$ cat src/rtl/cpu_datapath_param.sv
// ---------------------------------------------------------------------------
// cpu_datapath_param
//   Parametrised CPU datapath driven cycle-by-cycle by an external controller.
//   Holds AR/PC (AW bits), DR/IR/TR/AC and an NREG-entry register file
//   (DW bits), an ALU with Z/C/N flags and a request/acknowledge memory port
//   with wait states, a stall output and an acknowledge timeout.
//   All registers share one internal bus. The bus is a one-hot AND-OR mux
//   with no tri-states. Any illegal combination of drivers puts 0 on the bus
//   and sets a sticky bus_err.
//
// Ports
//   clk, rst          clock; asynchronous active-low reset
//   en                step enable (0 freezes the datapath; memory FSM runs)
//   bus_src[6:0]      one-hot bus driver {MEM,AC,R,TR,DRH,DRL,PC}, bit0 = PC
//   r_sel             register-file index for both read and write
//   *_load/*_inc      register strobes; alus selects the ALU operation
//   mem_rd/mem_wr     memory request strobes from the controller
//   mem_ack/mem_rdata memory completion and read data
//   mem_req/mem_we/mem_addr/mem_wdata   memory request side
//   stall             high while a transaction is outstanding
//   mem_err/bus_err   sticky error flags, cleared only by reset
//   instr, ac_q, r_q  IR, AC and R[r_sel]
//   z, c, n           ALU flags
// ---------------------------------------------------------------------------
module cpu_datapath_param #(
  parameter int DW   = 8,
  parameter int AW   = 16,
  parameter int NREG = 4,
  parameter int TMO  = 15,
  localparam int RSW = $clog2(NREG)
) (
  input  logic           clk,
  input  logic           rst,
  input  logic           en,
  input  logic [6:0]     bus_src,
  input  logic [RSW-1:0] r_sel,
  input  logic           ar_load,
  input  logic           ar_inc,
  input  logic           pc_load,
  input  logic           pc_inc,
  input  logic           dr_load,
  input  logic           ir_load,
  input  logic           tr_load,
  input  logic           r_load,
  input  logic           ac_load,
  input  logic           ac_load_r,
  input  logic           z_load,
  input  logic [3:0]     alus,
  input  logic           mem_rd,
  input  logic           mem_wr,
  input  logic           mem_ack,
  input  logic [DW-1:0]  mem_rdata,
  output logic           mem_req,
  output logic           mem_we,
  output logic [AW-1:0]  mem_addr,
  output logic [DW-1:0]  mem_wdata,
  output logic           stall,
  output logic           mem_err,
  output logic           bus_err,
  output logic [DW-1:0]  instr,
  output logic [DW-1:0]  ac_q,
  output logic [DW-1:0]  r_q,
  output logic           z,
  output logic           c,
  output logic           n
);

  // Bus source bit positions
  localparam int SRC_PC  = 0;
  localparam int SRC_DRL = 1;
  localparam int SRC_DRH = 2;
  localparam int SRC_TR  = 3;
  localparam int SRC_R   = 4;
  localparam int SRC_AC  = 5;
  localparam int SRC_MEM = 6;

  localparam int CW = $clog2(TMO + 1);

  typedef enum logic [1:0] {
    ST_IDLE    = 2'd0,
    ST_RD_WAIT = 2'd1,
    ST_WR_WAIT = 2'd2
  } mem_state_e;

  logic [AW-1:0] ar_q, pc_q;
  logic [DW-1:0] dr_q, ir_q, tr_q, rdata_q;
  logic [DW-1:0] rf_q [NREG];
  mem_state_e    state_q;
  logic [CW-1:0] cnt_q;

  logic [AW-1:0] bus;
  logic          bus_legal;
  logic [DW-1:0] alu_res;
  logic          alu_cout;
  logic          step;

  // Registers only advance on an enabled, non-stalled cycle.
  assign step = en & ~stall;

  // ---------------------------------------------------------------- bus mux
  // Legal: no driver, exactly one driver, or DRH+DRL forming a full address.
  assign bus_legal = ((bus_src & (bus_src - 7'd1)) == 7'd0) ||
                     (bus_src == ((7'd1 << SRC_DRH) | (7'd1 << SRC_DRL)));

  // NOTE: every combinational output gets a default at the top of the block,
  // so no path leaves it unassigned and no latch is inferred.
  always_comb begin
    bus = '0;
    if (bus_legal) begin
      if (bus_src[SRC_PC])  bus = bus | pc_q;
      if (bus_src[SRC_DRL]) bus[DW-1:0] = bus[DW-1:0] | dr_q;
      if (bus_src[SRC_DRH]) bus[AW-1:DW] = bus[AW-1:DW] | dr_q[AW-DW-1:0];
      if (bus_src[SRC_TR])  bus[DW-1:0] = bus[DW-1:0] | tr_q;
      if (bus_src[SRC_R])   bus[DW-1:0] = bus[DW-1:0] | rf_q[r_sel];
      if (bus_src[SRC_AC])  bus[DW-1:0] = bus[DW-1:0] | ac_q;
      if (bus_src[SRC_MEM]) bus[DW-1:0] = bus[DW-1:0] | rdata_q;
    end
  end

  // -------------------------------------------------------------------- ALU
  always_comb begin
    alu_res  = ac_q;
    alu_cout = 1'b0;
    case (alus)
      4'd0:  alu_res = ac_q;
      4'd1:  {alu_cout, alu_res} = {1'b0, ac_q} + {1'b0, bus[DW-1:0]};
      // Bit DW of the widened difference is the borrow.
      4'd2:  {alu_cout, alu_res} = {1'b0, ac_q} - {1'b0, bus[DW-1:0]};
      4'd3:  {alu_cout, alu_res} = {1'b0, ac_q} + (DW+1)'(1);
      4'd4:  alu_res = '0;
      4'd5:  alu_res = ac_q & bus[DW-1:0];
      4'd6:  alu_res = ac_q | bus[DW-1:0];
      4'd7:  alu_res = ac_q ^ bus[DW-1:0];
      4'd8:  alu_res = ~ac_q;
      4'd9:  begin alu_res = {ac_q[DW-2:0], 1'b0}; alu_cout = ac_q[DW-1]; end
      4'd10: begin alu_res = {1'b0, ac_q[DW-1:1]}; alu_cout = ac_q[0]; end
      default: alu_res = ac_q;
    endcase
  end

  // -------------------------------------------------------- datapath regs
  // NOTE: all clocked state uses non-blocking assignments so every register
  // samples the pre-edge values, independent of statement order.
  always_ff @(posedge clk or negedge rst) begin
    if (!rst) begin
      ar_q <= '0;
      pc_q <= '0;
      dr_q <= '0;
      ir_q <= '0;
      tr_q <= '0;
      ac_q <= '0;
      z    <= 1'b0;
      c    <= 1'b0;
      n    <= 1'b0;
    end else if (step) begin
      if (ar_load)     ar_q <= bus;
      else if (ar_inc) ar_q <= ar_q + AW'(1);
      if (pc_load)     pc_q <= bus;
      else if (pc_inc) pc_q <= pc_q + AW'(1);
      if (dr_load) dr_q <= bus[DW-1:0];
      if (ir_load) ir_q <= dr_q;
      if (tr_load) tr_q <= dr_q;
      if (ac_load_r)    ac_q <= bus[DW-1:0];
      else if (ac_load) ac_q <= alu_res;
      if (z_load) begin
        z <= (alu_res == '0);
        c <= alu_cout;
        n <= alu_res[DW-1];
      end
    end
  end

  // NOTE: the register file is small and must read back as zero after reset,
  // so it is reset explicitly rather than mapped onto a RAM macro.
  always_ff @(posedge clk or negedge rst) begin
    if (!rst) begin
      for (int i = 0; i < NREG; i++) rf_q[i] <= '0;
    end else if (step && r_load) begin
      rf_q[r_sel] <= bus[DW-1:0];
    end
  end

  // Sticky bus-conflict flag, raised the cycle after an illegal driver set.
  always_ff @(posedge clk or negedge rst) begin
    if (!rst)            bus_err <= 1'b0;
    else if (!bus_legal) bus_err <= 1'b1;
  end

  // ------------------------------------------------------------ memory FSM
  always_ff @(posedge clk or negedge rst) begin
    if (!rst) begin
      state_q   <= ST_IDLE;
      cnt_q     <= '0;
      mem_req   <= 1'b0;
      mem_we    <= 1'b0;
      mem_wdata <= '0;
      rdata_q   <= '0;
      mem_err   <= 1'b0;
    end else begin
      case (state_q)
        ST_IDLE: begin
          if (en) begin
            if (mem_rd && mem_wr) begin
              mem_err <= 1'b1;
            end else if (mem_rd) begin
              state_q <= ST_RD_WAIT;
              mem_req <= 1'b1;
              mem_we  <= 1'b0;
              cnt_q   <= '0;
            end else if (mem_wr) begin
              state_q   <= ST_WR_WAIT;
              mem_req   <= 1'b1;
              mem_we    <= 1'b1;
              mem_wdata <= bus[DW-1:0];
              cnt_q     <= '0;
            end
          end
        end
        ST_RD_WAIT, ST_WR_WAIT: begin
          if (mem_ack) begin
            if (state_q == ST_RD_WAIT) rdata_q <= mem_rdata;
            state_q <= ST_IDLE;
            mem_req <= 1'b0;
            mem_we  <= 1'b0;
          end else if (cnt_q == CW'(TMO - 1)) begin
            // TMO request cycles passed without ack: abandon, keep rdata_q.
            state_q <= ST_IDLE;
            mem_req <= 1'b0;
            mem_we  <= 1'b0;
            mem_err <= 1'b1;
          end else begin
            cnt_q <= cnt_q + CW'(1);
          end
        end
        default: begin
          state_q <= ST_IDLE;
          mem_req <= 1'b0;
          mem_we  <= 1'b0;
        end
      endcase
    end
  end

  assign stall    = mem_req;
  assign mem_addr = ar_q;
  assign instr    = ir_q;
  assign r_q      = rf_q[r_sel];

endmodule

$ cat config.mk
export PLATFORM = sky130hd
export DESIGN_NAME = cpu_datapath_param
export DESIGN_NICKNAME = d
export VERILOG_FILES = /design/src/rtl/cpu_datapath_param.sv
export SDC_FILE = /design/constraint.sdc
export NUM_CORES = 1
export LEC_CHECK = 0
export CORE_ASPECT_RATIO = 2
export CORE_MARGIN = 4
export CORE_UTILIZATION = 39
export DETAILED_ROUTE_END_ITERATION = 16
export GPL_ROUTABILITY_DRIVEN = 0
export GPL_TIMING_DRIVEN = 1
export PLACE_DENSITY = 0.56
export SKIP_LAST_GASP = 1
export SLEW_MARGIN = 20
export SYNTH_ARGS = -nofsm -noshare
export SYNTH_HDL_FRONTEND = slang
export SYNTH_SLANG_ARGS = --single-unit
$ cat constraint.sdc
create_clock -name clk -period 7.9 [get_ports clk]
set_input_delay 0.79 -clock clk [delete_from_list [all_inputs] [get_ports clk]]
set_output_delay 0.79 -clock clk [all_outputs]
set_load 0.02 [all_outputs]
* Yosys cells after proc, flatten, opt, wreduce, memory -nomap -nowiden *
Index checks and enable logic that the tools add are counted.

word-level totals
  logic and storage cells = 149
  output and inout port bits = 56
  register bits after elaboration = 125
  input bits = 38

cells by class
  $add $sub $neg = 7
  reduce and logical (&&, ||, !) cells = 24
  multiplexer cells = 57
  equal/unequal tests = 22
  $lt $le $gt $ge = 2
  bitwise gates (word level) = 16

operators with widths
  kind                                                 count
  2-to-1 mux 8 bit                                     15
  2-to-1 mux 16 bit                                    7
  one-hot mux 8 bit (10 select lines)                  1
  bitwise OR 8 bit                                     7
  adder 16 x 1 -> 16 bit, second input constant        2
  bitwise mux 32 bit                                   1
  2-to-1 mux 4 bit                                     6
  binary-select mux 8 bit (select 2 bit)               1
  demux 8 bit (select 2 bit)                           1
  equality test 4 x 3 -> 1 bit, second input constant  4
  equality test 4 bit, second input constant           4
  AND reduction 2 bit                                  7
  2-to-1 mux 1 bit                                     13
  2-to-1 mux 2 bit                                     6
  inequality test 2 bit, second input constant         6
  AND reduction 5 bit                                  2
  adder 8 x 1 -> 9 bit, second input constant          1
  adder 8 x 8 -> 9 bit                                 1
  subtractor 8 x 8 -> 9 bit                            1
  AND 8 bit                                            1
  equality test 4 x 2 -> 1 bit, second input constant  2
  logical NOT 8 bit                                    1
  inverter 8 bit                                       1
  one-hot mux 4 bit (2 select lines)                   1
  26 further kinds                                     36

* Longest topological paths before layout *
  word-level depth = 24
  depth in mapped cells = 18
  depth with buffers taken out = 16

* Worst setup path before layout *
No wires, ideal clock.

  kind = input port to flip-flop
  start point = input r_sel[0]
  end point = register z
  setup slack = 3848 ps
  buffers on the path = 1
  required time = 7796 ps
  stages = 14
  data arrival time = 3948 ps
  setup time = 104 ps
  path through = buf_2 > mux4_2 > nand2_1 > nand3_1 > o21ai_2 > inv_1 > ha_1 > fa_1 > a211oi_1 > nor2_1 > mux2i_1 > o22ai_1 > or3_4 > o41ai_2

on the way
  cells in the longest elaborated chain, start to end = 16
  elaborated cells on any way between the ends = 20
  classes of those cells = 2 x add/sub; 10 x mux; 7 x bitwise; 1 x reduce/logical

RTL lines
  item                                               line  source
  from (decl)                                        36    input logic [RSW-1:0] r_sel,
  inverter 2 -> 3 bit (*)                            --
  binary-select mux 8 bit (select 2 bit) (*)         --
  2-to-1 mux 8 bit (*) (2 in a row)                  --
  net r_q[0]                                         62    output logic [DW-1:0] r_q,
  bitwise OR 8 bit (*)                               114   if (bus_src[SRC_R]) bus[DW-1:0] = bus[DW-1:0] | rf_q[r_sel];
  2-to-1 mux 8 bit (*)                               114
  2-to-1 mux 8 bit (*)                               109   if (bus_legal) begin
  bitwise OR 8 bit                                   115   if (bus_src[SRC_AC]) bus[DW-1:0] = bus[DW-1:0] | ac_q;
  2-to-1 mux 8 bit (*)                               115
  2-to-1 mux 8 bit (*)                               109
  bitwise OR 8 bit                                   116   if (bus_src[SRC_MEM]) bus[DW-1:0] = bus[DW-1:0] | rdata_q;
  2-to-1 mux 8 bit (*)                               116
  2-to-1 mux 16 bit (*)                              109
  net bus[0]                                         91    logic [AW-1:0] bus;
  subtractor 8 x 8 -> 9 bit (tied with other cells)  128   4'd2: {alu_cout, alu_res} = {1'b0, ac_q} - {1'b0, bus[DW-1:0]};
  one-hot mux 8 bit (10 select lines) (*)            124   case (alus)
  logical NOT 8 bit (*)                              166   z <= (alu_res == '0);
  to (signal assigned)                               166
  to (decl)                                          63    output logic z,

The timed path passes the listed nets; every way through them passes the cells marked *. The select of a mux whose other input is x is not followed.
A chain may end at the register's enable or synchronous reset.

* Worst setup path after layout *
  start point = input bus_src[0]
  end point = register z

on the way
  cells in the longest elaborated chain, start to end = 20
  elaborated cells on any way between the ends = 29
  classes of those cells = 3 x add/sub; 1 x eq/ne; 13 x mux; 9 x bitwise; 3 x reduce/logical

RTL lines
  item                                               line  source
  from (decl)                                        35    input logic [6:0] bus_src,
  2-to-1 mux 16 bit                                  110   if (bus_src[SRC_PC]) bus = bus | pc_q;
  2-to-1 mux 16 bit                                  109
  bitwise OR 8 bit                                   111   if (bus_src[SRC_DRL]) bus[DW-1:0] = bus[DW-1:0] | dr_q;
  2-to-1 mux 8 bit                                   111
  2-to-1 mux 8 bit                                   109
  bitwise OR 8 bit                                   113   if (bus_src[SRC_TR]) bus[DW-1:0] = bus[DW-1:0] | tr_q;
  2-to-1 mux 8 bit                                   113
  2-to-1 mux 8 bit                                   109
  (+4 left out)                                      --
  2-to-1 mux 8 bit                                   115
  2-to-1 mux 8 bit                                   109
  bitwise OR 8 bit                                   116
  2-to-1 mux 8 bit                                   116
  2-to-1 mux 16 bit (*)                              109
  subtractor 8 x 8 -> 9 bit (tied with other cells)  128
  one-hot mux 8 bit (10 select lines) (*)            124
  logical NOT 8 bit (*)                              166

Every way passes the cells marked *; elsewhere a longest branch is shown, timed or not. The select of a mux whose other input is x is not followed.

==> metrics.yaml <==
drt:
  dr.pass1.iters: 4
  vias_per_cell: 5.94
  drt-total-wl_mm: 28.0
  post-route-drc-count: 0
  final_antenna_net_count: 0
  drt_iter0_drc: 523
  num_vias: 7423
  wl_per_cell_um: 22.4
timing:
  finalSetupTns_ps: 0
  relSlewSlack_pct: 29.9
  fmax_mhz: 192
  min_period_ps: 5210
  maxSlewViolCount: 0
  skew_ps: 7.58
  worstMarginPinSlew_ps: 1040
  setup_violations: 0
  rsz0062_at_grt: "false"
  hold_violations: 0
  setup_ws_ps: 2690
  layout_worst_path_cycle_share_pct: 66.0
layout:
  n_antenna_cell: 0
  syn2layout_area_growth_pct: 18.9
  final_cells: 1250
  final_common_cell: "dfrtp_1"
  final_cell_mix: "dfrtp_1 (124), nand2_1 (107), clkdlybuf4s50_1 (92)"
  finalNetCount: 1042
  drive_gt1_share_pct: 11.3
logic_synthesis:
  yosysUniqueCellTypes: 86
  synthFlopType: "dfrtp_1"
  synthCells: 914
  yosys_warnings: 0
  ys_ff_latch: 124
  async_reset_ff_share_pct: 100
  synthesis.nets: 986
  synth.yosys.seq_area_share_pct: 37.5
  avgSynthCellArea_um2: 9.05
  syn_area_um2: 8270
  synth_edf_count: 0
setup_path:
  end_kind: "flip-flop"
  start_kind: "input port"
  rr_endpoint: "z$_DFFE_PN0P_"
  r2r_cells: 10
  required_ps: 8220
  r2r_slack_ps: 3450
  cp_max_fo: 18
  arrival_ps: 5540
  r2r-start: "ac_q[1]$_DFFE_PN0P_"
  setup.worst_path.class: "input port to flip-flop"
cts:
  cts_setup_buffers: 0
  clk_latency_ps: 420
  ctsLongestPathBuffers: 2
  numCtsBuffers: 17
  ctsHoldBuffers: 0
  cts_resized: 0
  h-tree-depth: 4
  cts_sinks: 124
  cts_root_buf: "clkbuf_16"
  path_clk_slew_ps: 50
  cts_tree: "yes"
power_and_ir_drop:
  p_leak_uw: 0.00414
  peakVddDrop_mv: 0.186
  power_density_nw_per_um2: 307
job:
  maxCapViolations: 0
global_routing:
  grtUsageTotal_pct: 23.5
  grt_max_degree: 74
  antenna_found_initial: 0
  grt-ovfl-total: 0
  grt_pass1_wl_mm: 43.3
  grt_pass1_vias: 7519
die:
  placement_rows: 75
  die_y_um: 214
  ioPinCount: 94
  dieArea_um2: 23700
  coreArea_um2: 20900
  fp.dieW_um: 111
  start_util_pct: 39.5
outcome:
  outcome: "complete, no violations"
placed_design:
  numPlacedInstances: 1220
  numPortBuffers: 93
  dp_slack_ps: 2300
  hpwlAfterDp_mm: 20.7
hold_path:
  hp-class: "input port to asynchronous set/reset pin"
[area by class of cell]
class,count,area (µm²)
fillers,2037,11100
multi-input cells,692,4710
flip-flops and latches,124,3100
repair buffers,102,996
clock buffers,24,482
well taps,269,337
inverters,33,124
clock inverters,6,87.6
[registers in the layout (all words and copies together) (netlist names)]
register   cells
ac_q           8
instr          8
c              1
mem_we         1
rdata_q        8
z              1
pc_q          16
mem_req        1
dr_q           8
rf_q          32
tr_q           8
mem_wdata      8
mem_addr      16
cnt_q          4
n              1
state_q        1
mem_err        1
bus_err        1
[cells in the mapped netlist (7+ instances only)]
cell type | number | area share, %
a211oi_1 | 8 | 0.73
a21o_1 | 11 | 1.0
a21oi_1 | 32 | 1.9
a222oi_1 | 8 | 0.97
a22o_1 | 17 | 1.8
a22oi_1 | 12 | 1.1
a31oi_1 | 29 | 2.2
a32oi_1 | 8 | 0.85
and3_1 | 7 | 0.53
buf_2 | 14 | 0.85
buf_6 | 8 | 1.1
clkbuf_1 | 35 | 1.6
dfrtp_1 | 124 | 38
ha_1 | 32 | 4.8
inv_1 | 31 | 1.4
mux2_2 | 36 | 4.9
mux4_2 | 8 | 2.2
nand2_1 | 107 | 4.9
nand2b_1 | 18 | 1.4
nand3_1 | 25 | 1.5
nand4_1 | 8 | 0.60
nor2_1 | 70 | 3.2
nor2b_1 | 13 | 0.98
nor3_1 | 15 | 0.91
o21ai_0 | 89 | 5.4
o22a_1 | 8 | 0.85
o22ai_1 | 7 | 0.53
[critical path: stages]
cell and delay, ps:
clkdlybuf4s50_1 940, a211oi_1 160, o21bai_1 160, a21oi_1 100, o21ba_2 320, o21ai_1 730, ha_1 410, or2_2 310
a211oi_1 580, o221a_2 340, a2bb2oi_1 170, a31oi_1 170, o41ai_2 350
[worst max-delay path by stage]
stage                          start       endpoint  slack [ps]
after floorplan             r_sel[0]  z$_DFFE_PN0P_        3850
after global placement    bus_src[0]  z$_DFFE_PN0P_        2380
after detailed placement    r_sel[0]  z$_DFFE_PN0P_        2300
after CTS                   r_sel[0]  z$_DFFE_PN0P_        2770
after global routing      bus_src[0]  z$_DFFE_PN0P_        2530
final                     bus_src[0]  z$_DFFE_PN0P_        2690
[per-layer routing]
metal	vias to the layer above	track usage [%]	routed length (µm)
met5	-	0	0
met4	0	13.9	1490
met3	76	3.53	1010
met2	217	44.0	15500
met1	3626	24.4	10000
li1	3504	-	-
[stage by stage]
| step | hold WS, ps | utilization, % | power, µW | area (µm²) |
|---|---|---|---|---|
| detailed placement | 457 | 44.3 | 2260 | 9270 |
| CTS | 411 | 47.0 | 3040 | 9840 |
| global route | 453 | 47.0 | 3200 | 9840 |
| finish | 403 | 47.0 | 3020 | 9840 |
| floorplan | 445 | - | 1780 | 8270 |
| global placement | 442 | 44.3 | 2260 | 9260 |
[power breakdown]
| group | leakage [µW] | switching, µW | internal, µW |
|---|---|---|---|
| Sequential | 0.00164 | 250 | 800 |
| Combinational | 0.00223 | 671 | 536 |
| Clock | 0.000268 | 281 | 485 |
| Total | 0.00414 | 1200 | 1820 |
[kinds of logic after synthesis]
kind of cell | count (synthesis) | share of synthesized area (%)
compound gates | 298 | 24.9
xor+xnor | 9 | 0.953
fa+ha+maj | 34 | 5.32
buf+inv | 98 | 5.67
flops | 124 | 37.5
mux | 51 | 7.94
simple gates | 300 | 17.7
(Power assumes the default switching activity.)
